$ cat config.mk
export PLATFORM = sky130hd
export DESIGN_NAME = mul_div_unit
export DESIGN_NICKNAME = d
export VERILOG_FILES = /design/src/rtl/mul_div_unit_pkg.sv /design/src/rtl/mul_div_unit_div_step.sv /design/src/rtl/mul_div_unit.sv
export SDC_FILE = /design/constraint.sdc
export NUM_CORES = 1
export LEC_CHECK = 0
export CAP_MARGIN = 20
export CELL_PAD_IN_SITES_DETAIL_PLACEMENT = 0
export CELL_PAD_IN_SITES_GLOBAL_PLACEMENT = 1
export CORE_MARGIN = 2
export CORE_UTILIZATION = 40
export CTS_CLUSTER_SIZE = 30
export DETAILED_ROUTE_END_ITERATION = 8
export PLACE_DENSITY_LB_ADDON = 0.05
export SYNTH_ARGS = -nofsm -noshare
export SYNTH_HDL_FRONTEND = slang
export SYNTH_HIERARCHICAL = 1
export SYNTH_SLANG_ARGS = --single-unit
$ cat constraint.sdc
create_clock -name clk -period 6.1 [get_ports clk]
set_input_delay 1.22 -clock clk [delete_from_list [all_inputs] [get_ports clk]]
set_output_delay 1.22 -clock clk [all_outputs]
set_load 0.01 [all_outputs]
$ cat src/rtl/mul_div_unit_pkg.sv
// Shared ISA function codes and datapath widths for the HI/LO multiply-divide unit.
package mul_div_unit_pkg;

    localparam int DATA_W = 32;
    localparam int CNT_W  = 5;
    localparam logic [CNT_W-1:0] ITER_LAST = 5'd31;

    localparam logic [5:0] FUN_MFHI  = 6'b010000;
    localparam logic [5:0] FUN_MTHI  = 6'b010001;
    localparam logic [5:0] FUN_MFLO  = 6'b010010;
    localparam logic [5:0] FUN_MTLO  = 6'b010011;
    localparam logic [5:0] FUN_MULT  = 6'b011000;
    localparam logic [5:0] FUN_MULTU = 6'b011001;
    localparam logic [5:0] FUN_DIV   = 6'b011010;
    localparam logic [5:0] FUN_DIVU  = 6'b011011;

endpackage

$ cat src/rtl/mul_div_unit_div_step.sv
// One restoring-divide iteration; the trial subtraction itself is done by the
// adder shared with the multiplier, which returns the difference and no-borrow flag.
module div_step
    import mul_div_unit_pkg::*;
(
    input  logic [DATA_W-1:0] rem_i,
    input  logic [DATA_W-1:0] quo_i,
    input  logic [DATA_W-1:0] diff_i,
    input  logic              no_borrow_i,
    output logic [DATA_W:0]   trial_o,
    output logic [DATA_W-1:0] rem_o,
    output logic [DATA_W-1:0] quo_o
);

    assign trial_o = {rem_i, quo_i[DATA_W-1]};
    // Remainder stays below the divisor, so a successful subtraction fits in DATA_W bits.
    assign rem_o   = no_borrow_i ? diff_i : trial_o[DATA_W-1:0];
    assign quo_o   = {quo_i[DATA_W-2:0], no_borrow_i};

endmodule

$ cat src/rtl/mul_div_unit.sv
// Iterative HI/LO multiply/divide unit: 32 radix-2 steps on operand magnitudes,
// then one FIX cycle that applies sign correction and writes HI/LO.
module mul_div_unit
    import mul_div_unit_pkg::*;
(
    input  logic              clk,
    input  logic              rst_n,
    input  logic              start,
    input  logic [5:0]        aluFunct,
    input  logic [DATA_W-1:0] a,
    input  logic [DATA_W-1:0] b,
    input  logic              flush,
    output logic              busy,
    output logic              done,
    output logic [DATA_W-1:0] hi,
    output logic [DATA_W-1:0] lo,
    output logic [DATA_W-1:0] rdata
);

    typedef enum logic [1:0] {ST_IDLE, ST_MUL, ST_DIV, ST_FIX} state_e;

    state_e state_q, state_d;
    logic [CNT_W-1:0]  cnt_q, cnt_d;
    logic [DATA_W-1:0] hi_q, hi_d, lo_q, lo_d;
    logic [DATA_W-1:0] work_hi_q, work_hi_d, work_lo_q, work_lo_d;
    logic [DATA_W-1:0] op_b_q, op_b_d, a_raw_q, a_raw_d;
    logic is_div_q, is_div_d, neg_res_q, neg_res_d, neg_rem_q, neg_rem_d;
    logic div0_q, div0_d, done_q, done_d;

    logic              is_mul_op, is_div_op, is_signed_op;
    logic [DATA_W:0]   add_a, add_b, mul_s, trial;
    logic              add_cin;
    logic [DATA_W+1:0] add_sum;
    logic [DATA_W-1:0] div_rem, div_quo;

    function automatic logic [DATA_W-1:0] neg_if(input logic [DATA_W-1:0] v, input logic neg);
        return neg ? -v : v;
    endfunction

    function automatic logic [2*DATA_W-1:0] neg_if_wide(input logic [2*DATA_W-1:0] v, input logic neg);
        return neg ? -v : v;
    endfunction

    function automatic logic [DATA_W-1:0] magnitude(input logic signed [DATA_W-1:0] v, input logic sgn);
        return neg_if(v, sgn && (v < 0));
    endfunction

    assign is_mul_op    = (aluFunct == FUN_MULT) || (aluFunct == FUN_MULTU);
    assign is_div_op    = (aluFunct == FUN_DIV)  || (aluFunct == FUN_DIVU);
    assign is_signed_op = (aluFunct == FUN_MULT) || (aluFunct == FUN_DIV);

    // One 33-bit adder: multiplicand accumulate in MUL, trial subtract in DIV.
    always_comb begin
        add_a   = {1'b0, work_hi_q};
        add_b   = {1'b0, op_b_q};
        add_cin = 1'b0;
        if (state_q == ST_DIV) begin
            add_a   = trial;
            add_b   = ~{1'b0, op_b_q};
            add_cin = 1'b1;
        end
    end

    assign add_sum = {1'b0, add_a} + {1'b0, add_b} + {{(DATA_W+1){1'b0}}, add_cin};
    assign mul_s   = work_lo_q[0] ? add_sum[DATA_W:0] : {1'b0, work_hi_q};

    div_step u_div_step (
        .rem_i       (work_hi_q),
        .quo_i       (work_lo_q),
        .diff_i      (add_sum[DATA_W-1:0]),
        .no_borrow_i (add_sum[DATA_W+1]),
        .trial_o     (trial),
        .rem_o       (div_rem),
        .quo_o       (div_quo)
    );

    always_ff @(posedge clk or negedge rst_n) begin
        if (!rst_n) state_q <= ST_IDLE;
        else        state_q <= state_d;
    end

    always_comb begin
        state_d = state_q;
        if (flush) begin
            state_d = ST_IDLE;
        end else begin
            case (state_q)
                ST_IDLE: if (start && is_mul_op)      state_d = ST_MUL;
                         else if (start && is_div_op) state_d = ST_DIV;
                ST_MUL, ST_DIV: if (cnt_q == ITER_LAST) state_d = ST_FIX;
                default: state_d = ST_IDLE;
            endcase
        end
    end

    always_comb begin
        busy = (state_q != ST_IDLE);
    end

    always_comb begin
        hi_d = hi_q;           lo_d = lo_q;
        work_hi_d = work_hi_q; work_lo_d = work_lo_q;
        op_b_d = op_b_q;       a_raw_d = a_raw_q;
        is_div_d = is_div_q;   neg_res_d = neg_res_q;
        neg_rem_d = neg_rem_q; div0_d = div0_q;
        cnt_d = cnt_q;         done_d = 1'b0;
        case (state_q)
            ST_IDLE: if (start && !flush) begin
                if (is_mul_op || is_div_op) begin
                    work_hi_d = '0;
                    work_lo_d = magnitude(a, is_signed_op);
                    op_b_d    = magnitude(b, is_signed_op);
                    a_raw_d   = a;
                    is_div_d  = is_div_op;
                    neg_res_d = is_signed_op && (a[DATA_W-1] ^ b[DATA_W-1]);
                    neg_rem_d = is_signed_op && a[DATA_W-1];
                    div0_d    = (b == '0);
                    cnt_d     = '0;
                end
                if (aluFunct == FUN_MTHI) hi_d = a;
                if (aluFunct == FUN_MTLO) lo_d = a;
            end
            ST_MUL: begin
                {work_hi_d, work_lo_d} = {mul_s, work_lo_q[DATA_W-1:1]};
                cnt_d = cnt_q + CNT_W'(1);
            end
            ST_DIV: begin
                work_hi_d = div_rem;
                work_lo_d = div_quo;
                cnt_d     = cnt_q + CNT_W'(1);
            end
            default: if (!flush) begin
                done_d = 1'b1;
                if (!is_div_q) begin
                    {hi_d, lo_d} = neg_if_wide({work_hi_q, work_lo_q}, neg_res_q);
                end else if (div0_q) begin
                    lo_d = '1;
                    hi_d = a_raw_q;
                end else begin
                    lo_d = neg_if(work_lo_q, neg_res_q);
                    hi_d = neg_if(work_hi_q, neg_rem_q);
                end
            end
        endcase
    end

    always_ff @(posedge clk or negedge rst_n) begin
        if (!rst_n) begin
            cnt_q <= '0;     hi_q <= '0;      lo_q <= '0;
            work_hi_q <= '0; work_lo_q <= '0; op_b_q <= '0; a_raw_q <= '0;
            is_div_q <= 1'b0; neg_res_q <= 1'b0; neg_rem_q <= 1'b0;
            div0_q <= 1'b0;  done_q <= 1'b0;
        end else begin
            cnt_q <= cnt_d;         hi_q <= hi_d;           lo_q <= lo_d;
            work_hi_q <= work_hi_d; work_lo_q <= work_lo_d; op_b_q <= op_b_d; a_raw_q <= a_raw_d;
            is_div_q <= is_div_d;   neg_res_q <= neg_res_d; neg_rem_q <= neg_rem_d;
            div0_q <= div0_d;       done_q <= done_d;
        end
    end

    always_comb begin
        rdata = '0;
        if (aluFunct == FUN_MFHI)      rdata = hi_q;
        else if (aluFunct == FUN_MFLO) rdata = lo_q;
    end

    assign hi   = hi_q;
    assign lo   = lo_q;
    assign done = done_q;

endmodule

==> results of run 1 <==
## layout make-up
cell class,instances,area share
sequential,204,0.268
inverter,43,0.00849
multi-input combinational,1536,0.541
clock inverter,6,0.00171
tap,532,0.0350
clock buffer,40,0.0407
timing repair buffer,205,0.104
## logic make-up (layout without fill, tap and decap cells)
kind of cell / Yosys count / after routing / synth area share
AND/OR/NAND/NOR: 557 / 557 / 0.154
buffers and inverters: 269 / 294 / 0.0794
adder cells (fa/ha/maj): 42 / 42 / 0.0320
XOR/XNOR: 181 / 181 / 0.0952
AO/OA/AOI/OAI: 640 / 640 / 0.250
flip-flops: 204 / 204 / 0.306
multiplexers: 116 / 116 / 0.0832
## flip-flops by register name, indices dropped and copies added, names as in the netlist, 2 cells and up
| signal | count |
|---|---|
| state_q | 2 |
| work_lo_q | 32 |
| lo | 32 |
| a_raw_q | 32 |
| hi | 32 |
| op_b_q | 32 |
| work_hi_q | 32 |
| cnt_q | 5 |
## power groups by stage
stage	registers [W]	logic (W)	clock network [W]
floorplan	0.00220	0.00200	0
global placement	0.00240	0.00299	0
detailed placement	0.00241	0.00302	0
CTS	0.00239	0.00302	0.00154
global route	0.00244	0.00330	0.00160
finish	0.00240	0.00302	0.00150
## worst max-delay path, stage by stage, from the launching register on
cell and delay, ns:
dfrtp_1 0.41, inv_1 0.13, ha_4 0.56, buf_4 0.37, mux2_2 0.36, ha_1 0.24, a21o_1 0.18, nor2b_1 0.14
o21a_1 0.16, a31o_2 0.23, a221o_1 0.38, o21ai_1 0.22, o21ai_0 0.16, nand3_1 0.12, nand2_2 0.40, mux2_4 0.45
a22o_1 0.20, a31oi_1 0.13, a21bo_2 0.24
## metrics by stage
step / utilization / area (um^2)
floorplan: - / 16700
detailed placement: 0.445 / 18200
global placement: 0.445 / 18200
global route: 0.465 / 19000
CTS: 0.465 / 19000
finish: 0.465 / 19000
## worst max-delay path by stage
stage | from | end | slack [ns] | depth (start not counted)
4_1_cts | state_q[0]$_DFFE_PN0P_ | work_hi_q[22]$_DFFE_PN0P_ | 0.83 | 18
6_report | state_q[0]$_DFFE_PN0P_ | work_hi_q[22]$_DFFE_PN0P_ | 0.84 | 18
5_1_grt | state_q[0]$_DFFE_PN0P_ | work_hi_q[15]$_DFFE_PN0P_ | 0.41 | 17
2_1_floorplan | state_q[0]$_DFFE_PN0P_ | work_hi_q[22]$_DFFE_PN0P_ | 0.93 | 24
3_5_place_dp | state_q[0]$_DFFE_PN0P_ | work_hi_q[22]$_DFFE_PN0P_ | 0.85 | 18
3_3_place_gp | state_q[0]$_DFFE_PN0P_ | work_hi_q[22]$_DFFE_PN0P_ | 0.93 | 18
## cell usage after synthesis, types with 20 or more instances
library cell and number:
inv_1 42, o22ai_1 23, buf_1 21, clkbuf_1 131, xor2_1 86, o21ai_0 204, ha_1 41, a31oi_1 20
buf_4 65, nor3_1 35, a22o_1 38, a22oi_1 31, nor2_1 120, a21oi_1 103, o31ai_1 59, a221oi_1 39
mux2_2 60, xnor2_1 95, mux2i_1 26, nand2_1 253, dfrtp_1 204, mux2_4 30, nand3_1 23
## metal layers
metal	wire length [um]	vias to the layer above
li1	-	7237
met1	26500	7343
met2	29500	508
met3	3290	83
met4	1870	0
met5	0	-
==> flow_metrics.tcl, run 1 <==
set metrics [dict create \
    dieHeight_um 208 \
    worst_setup_path_end_kind "register" \
    ys_async_sr_fraction 1.00 \
    grt_pass1_vias 14700 \
    p_comb_frac 0.437 \
    grt_use_met3 0.0326 \
    finalPower_w 0.00691 \
    clkPwrFrac 0.217 \
    synth_top_area_frac 0.306 \
    numPortBuffers 171 \
    place_inst 2520 \
    num_vias 15200 \
    rr_endpoint "work_hi_q[22]$_DFFE_PN0P_" \
    start_kind "register" \
    antenna_found_initial 0 \
    layout_common_cells "nand2_1 (251), dfrtp_1 (204), o21ai_0 (203)" \
    maxCapViolCount 0 \
    dp_slack_ns 0.851 \
    whs_ns 0.488 \
    rsz0062_at_grt "false" \
    outcome "finished, final reports clean" \
    fin_cells 2566 \
    dominantRegCellSynth "dfrtp_1" \
    core_area_um2 40900 \
    ctsResizeCount 0 \
    fp-row-count 74 \
    tightest_slew_ns 0.981 \
    critPathArrivalTime_ns 5.70 \
    synth_nets 2125 \
    power.density_nw_per_um2 363 \
    area_growth_pct 14.2 \
    synth_cells 2009 \
    yosysSeqAreaShare 0.306 \
    hp-class "register to register" \
    antenna_left 0 \
    r2r_slack_ns 0.84 \
    dp_hpwl_mm 45.4 \
    first_pass_iters 5 \
    overflow 0 \
    cts_sinks 204 \
    ys_seq_elements 204 \
    p_sw_frac 0.433 \
    rr_worst_depth 18 \
    multi_input_area_um2 10300 \
    synth_area_leaders "dfrtp_1 (31%), o21ai_0 (6.1%), nand2_1 (5.7%), xnor2_1 (5.0%), xor2_1 (4.5%)" \
    numCtsBuffers 26 \
    hold_path_depth 2 \
    cts-htree-levels 1 \
    clk_latency_ns 0.56 \
    cp_max_fo 45 \
    n_antenna_cell 0 \
    synth_top_area_cell "dfrtp_1" \
    power.switching_w 0.00299 \
    dieArea_um2 43300 \
    layout_commonest_cell "nand2_1" \
    period_minus_slack_ns 5.26 \
    groute.usage.overall 0.275 \
    fin_setup_tns_ns 0 \
    path_class "register to register" \
    synth_warnings 6 \
    cp.required_ns 6.54 \
    met1_usage 0.365 \
    routedWlPerCell_um 23.8 \
    seqPwrFrac 0.347 \
    ios 172 \
    synthesis.area_um2 16700 \
    start_util 0.407 \
    drtIter0Drc 1127 \
    setup_viol 0 \
    ctsLongestPathBuffers 3 \
    die_x_um 208 \
    slew_violations 0 \
    grt_max_degree 104 \
    setup_ws_ns 0.839 \
    drive_above_1_share 0.0964 \
    relSlewSlack 0.342 \
    clockRootBuffer "clkbuf_16" \
    register_area_um2 5100 \
    cts_hold_buf 0 \
    hold_viol 0 \
    r2r-start "state_q[0]$_DFFE_PN0P_" \
    tritoncts "yes" \
    synth_edf_count 0 \
    vdd_drop_max_uv 201 \
    nets 2132 \
    min_period_over_period 0.863 \
    grtUsageMet2 0.471 \
    postCtsSetupBuffers 0 \
    skew_ns 0.0162 \
    viasPerCell 5.91 \
    fillCellCount 4125 \
    synth_area_per_cell_um2 8.29 \
    power.internal_w 0.00392 \
    busiest_layer "met2" \
    p_leak_nw 7.96 \
    place_congestion 0.885 \
    hold_end "a_raw_q[0]$_DFFE_PN0P_" \
    drt_wl_total_mm 61.2 \
    path_clk_slew_ns 0.06 \
    hp-start "a_raw_q[0]$_DFFE_PN0P_" \
    synth.distinct_cells 84 \
    grt_pass1_wl_mm 92.8 \
    drc_errors 0 \
    timing.fmax_mhz 190 \
]
Power figures use the tool's default switching activity.
==> run 2: changes to the inputs <==
--- a/config.mk
+++ b/config.mk
@@ -5,6 +5,7 @@
 export SDC_FILE = /design/constraint.sdc
 export NUM_CORES = 1
 export LEC_CHECK = 0
+export ABC_AREA = 1
 export CAP_MARGIN = 20
 export CELL_PAD_IN_SITES_DETAIL_PLACEMENT = 0
 export CELL_PAD_IN_SITES_GLOBAL_PLACEMENT = 1
@@ -13,6 +14,7 @@
 export CTS_CLUSTER_SIZE = 30
 export DETAILED_ROUTE_END_ITERATION = 8
 export PLACE_DENSITY_LB_ADDON = 0.05
+export SLEW_MARGIN = 0
 export SYNTH_ARGS = -nofsm -noshare
 export SYNTH_HDL_FRONTEND = slang
 export SYNTH_HIERARCHICAL = 1
==> flow_metrics.tcl, run 2 <==
set metrics [dict create \
    outcome "finished, violations left" \
    violations "DRC" \
    core_area_um2 46700 \
    fin_setup_tns_ns 0 \
    fp-row-count 79 \
    layout_commonest_cell "nand2_1" \
    path_class "register to register" \
    tightest_slew_ns 1.04 \
    hold_path_depth 2 \
    maxCapViolCount 0 \
    cts-htree-levels 1 \
    drive_above_1_share 0.0615 \
    routedWlPerCell_um 22.8 \
    area_growth_pct 13.4 \
    fillCellCount 5014 \
    die_x_um 221 \
    period_minus_slack_ns 4.70 \
    synth_common_cells "nand2_1 (875), inv_1 (286), a21oi_1 (279)" \
    hp-class "register to register" \
    nets 3171 \
    synth_top_area_frac 0.270 \
    grtUsageMet2 0.563 \
    worst_setup_path_end_kind "register" \
    start_kind "register" \
    antenna_left 0 \
    synth_nets 3144 \
    grt_max_degree 105 \
    synth_edf_count 0 \
    min_period_over_period 0.770 \
    synth_top_area_cell "dfrtp_1" \
    layout_common_cells "nand2_1 (874), inv_1 (285), a21oi_1 (278)" \
    dieArea_um2 49000 \
    dominantRegCellSynth "dfrtp_1" \
    drtIter0Drc 1855 \
    cts_hold_buf 0 \
    cts_sinks 204 \
    overflow 0 \
    numPortBuffers 171 \
    busiest_layer "met2" \
    antenna_found_initial 0 \
    numCtsBuffers 26 \
    hp-start "a_raw_q[2]$_DFFE_PN0P_" \
    ys_seq_elements 204 \
    drc_errors 10 \
    rr_worst_depth 24 \
    whs_ns 0.473 \
    hold_end "a_raw_q[2]$_DFFE_PN0P_" \
    synth.distinct_cells 58 \
    dieHeight_um 221 \
    ios 172 \
    p_leak_nw 10.3 \
    rr_endpoint "work_hi_q[6]$_DFFE_PN0P_" \
    viasPerCell 5.55 \
    grt_pass1_vias 19200 \
    tritoncts "yes" \
    r2r-start "state_q[0]$_DFFE_PN0P_" \
    postCtsSetupBuffers 0 \
    ctsLongestPathBuffers 3 \
    synth_area_per_cell_um2 6.25 \
    met1_usage 0.413 \
    synth_area_leaders "dfrtp_1 (27%), nand2_1 (17%), a21oi_1 (7.4%), o21ai_0 (6.7%), inv_1 (5.7%)" \
    synth_cells 3028 \
    cp.required_ns 6.57 \
    place_congestion 0.972 \
    setup_viol 0 \
    grt_pass1_wl_mm 125 \
    n_antenna_cell 0 \
    dp_hpwl_mm 65.0 \
    ctsResizeCount 0 \
    critPathArrivalTime_ns 5.17 \
    synthesis.area_um2 18900 \
    slew_violations 0 \
    ys_async_sr_fraction 1.00 \
    synth_warnings 6 \
    power.density_nw_per_um2 518 \
    num_vias 20400 \
    hold_viol 0 \
    skew_ns 0.0236 \
    cp_max_fo 60 \
    relSlewSlack 0.310 \
    grt_use_met3 0.0360 \
    yosysSeqAreaShare 0.270 \
    clk_latency_ns 0.57 \
    synth_most_common_cell "nand2_1" \
    rsz0062_at_grt "false" \
    first_pass_iters 8 \
    path_clk_slew_ns 0.06 \
    finalPower_w 0.0111 \
    vdd_drop_max_uv 249 \
    drt_wl_total_mm 83.8 \
    groute.usage.overall 0.334 \
    timing.fmax_mhz 213 \
    clockRootBuffer "clkbuf_16" \
    r2r_slack_ns 1.40 \
    start_util 0.405 \
]
run 2: worst max-delay path, stage by stage, from the launching register on:
cell     delay (ns)
dfrtp_1        0.40
inv_1          0.15
ha_4           0.69
buf_12         0.33
o21ai_0        0.21
ha_1           0.40
nand2_1        0.11
nor2_1         0.13
inv_1          0.10
nor2_1         0.09
nand2_1        0.07
nand2_2        0.12
nand2_1        0.10
nand2_1        0.13
nand2_1        0.08
nand2_1        0.08
nand2_1        0.07
a21oi_2        0.55
buf_4          0.35
nand2_1        0.08
nand2_1        0.07
nand2_1        0.05
nand2_1        0.10
nand2_1        0.05
o21ai_0        0.08
run 2: worst max path at each step:
stage                                start  slack, ns  depth (start not counted)                  endpoint
detailed placement  state_q[0]$_DFFE_PN0P_       1.44                         24  work_hi_q[6]$_DFFE_PN0P_
floorplan           state_q[0]$_DFFE_PN0P_       2.42                         24  work_hi_q[1]$_DFFE_PN0P_
CTS                 state_q[0]$_DFFE_PN0P_       1.43                         24  work_hi_q[6]$_DFFE_PN0P_
global route        state_q[0]$_DFFE_PN0P_       0.99                         24  work_hi_q[7]$_DFFE_PN0P_
global placement    state_q[0]$_DFFE_PN0P_       1.54                         24  work_hi_q[6]$_DFFE_PN0P_
finish              state_q[0]$_DFFE_PN0P_       1.40                         24  work_hi_q[6]$_DFFE_PN0P_
run 2: area by class of cell:
type / count / area [um^2] / share of cell area
tap: 607 / 759 / 0.0354
clock inverter: 7 / 87.6 / 0.00409
clock buffer: 41 / 828 / 0.0386
timing repair buffer: 200 / 1960 / 0.0914
multi-input combinational: 2303 / 11500 / 0.536
inverter: 320 / 1210 / 0.0564
sequential: 204 / 5110 / 0.238
run 2: logic make-up after synthesis:
group           share of synthesized area
compound gates                      0.210
xor+xnor                           0.0509
fa+ha+maj                          0.0282
buf+inv                             0.124
flops                               0.270
simple gates                        0.316
run 2: per-layer routing:
| layer | routed length (um) | vias up |
|---|---|---|
| met1 | 33700 | 9655 |
| met5 | 0 | - |
| met4 | 5840 | 0 |
| li1 | - | 9853 |
| met2 | 39800 | 756 |
| met3 | 4500 | 177 |
run 2: power by group:
group | leakage [nW] | internal (W) | switching, W | total (W)
clock | 0.453 | 0.00101 | 0.000672 | 0.00168
combinational | 7.41 | 0.00212 | 0.00482 | 0.00695
sequential | 2.48 | 0.00188 | 0.000608 | 0.00248
total | 10.3 | 0.00501 | 0.00610 | 0.0111
run 2: through the flow:
stage | instance area [um^2] | std cells | setup slack [ns] | util
CTS | 21400 | 3682 | 1.43 | 0.460
detailed placement | 20500 | 3634 | 1.44 | 0.440
floorplan | 18900 | 3028 | 2.42 | -
global route | 21400 | 3682 | 0.994 | 0.460
global placement | 20500 | 3634 | 1.54 | 0.440
finish | 21400 | 3682 | 1.40 | 0.460
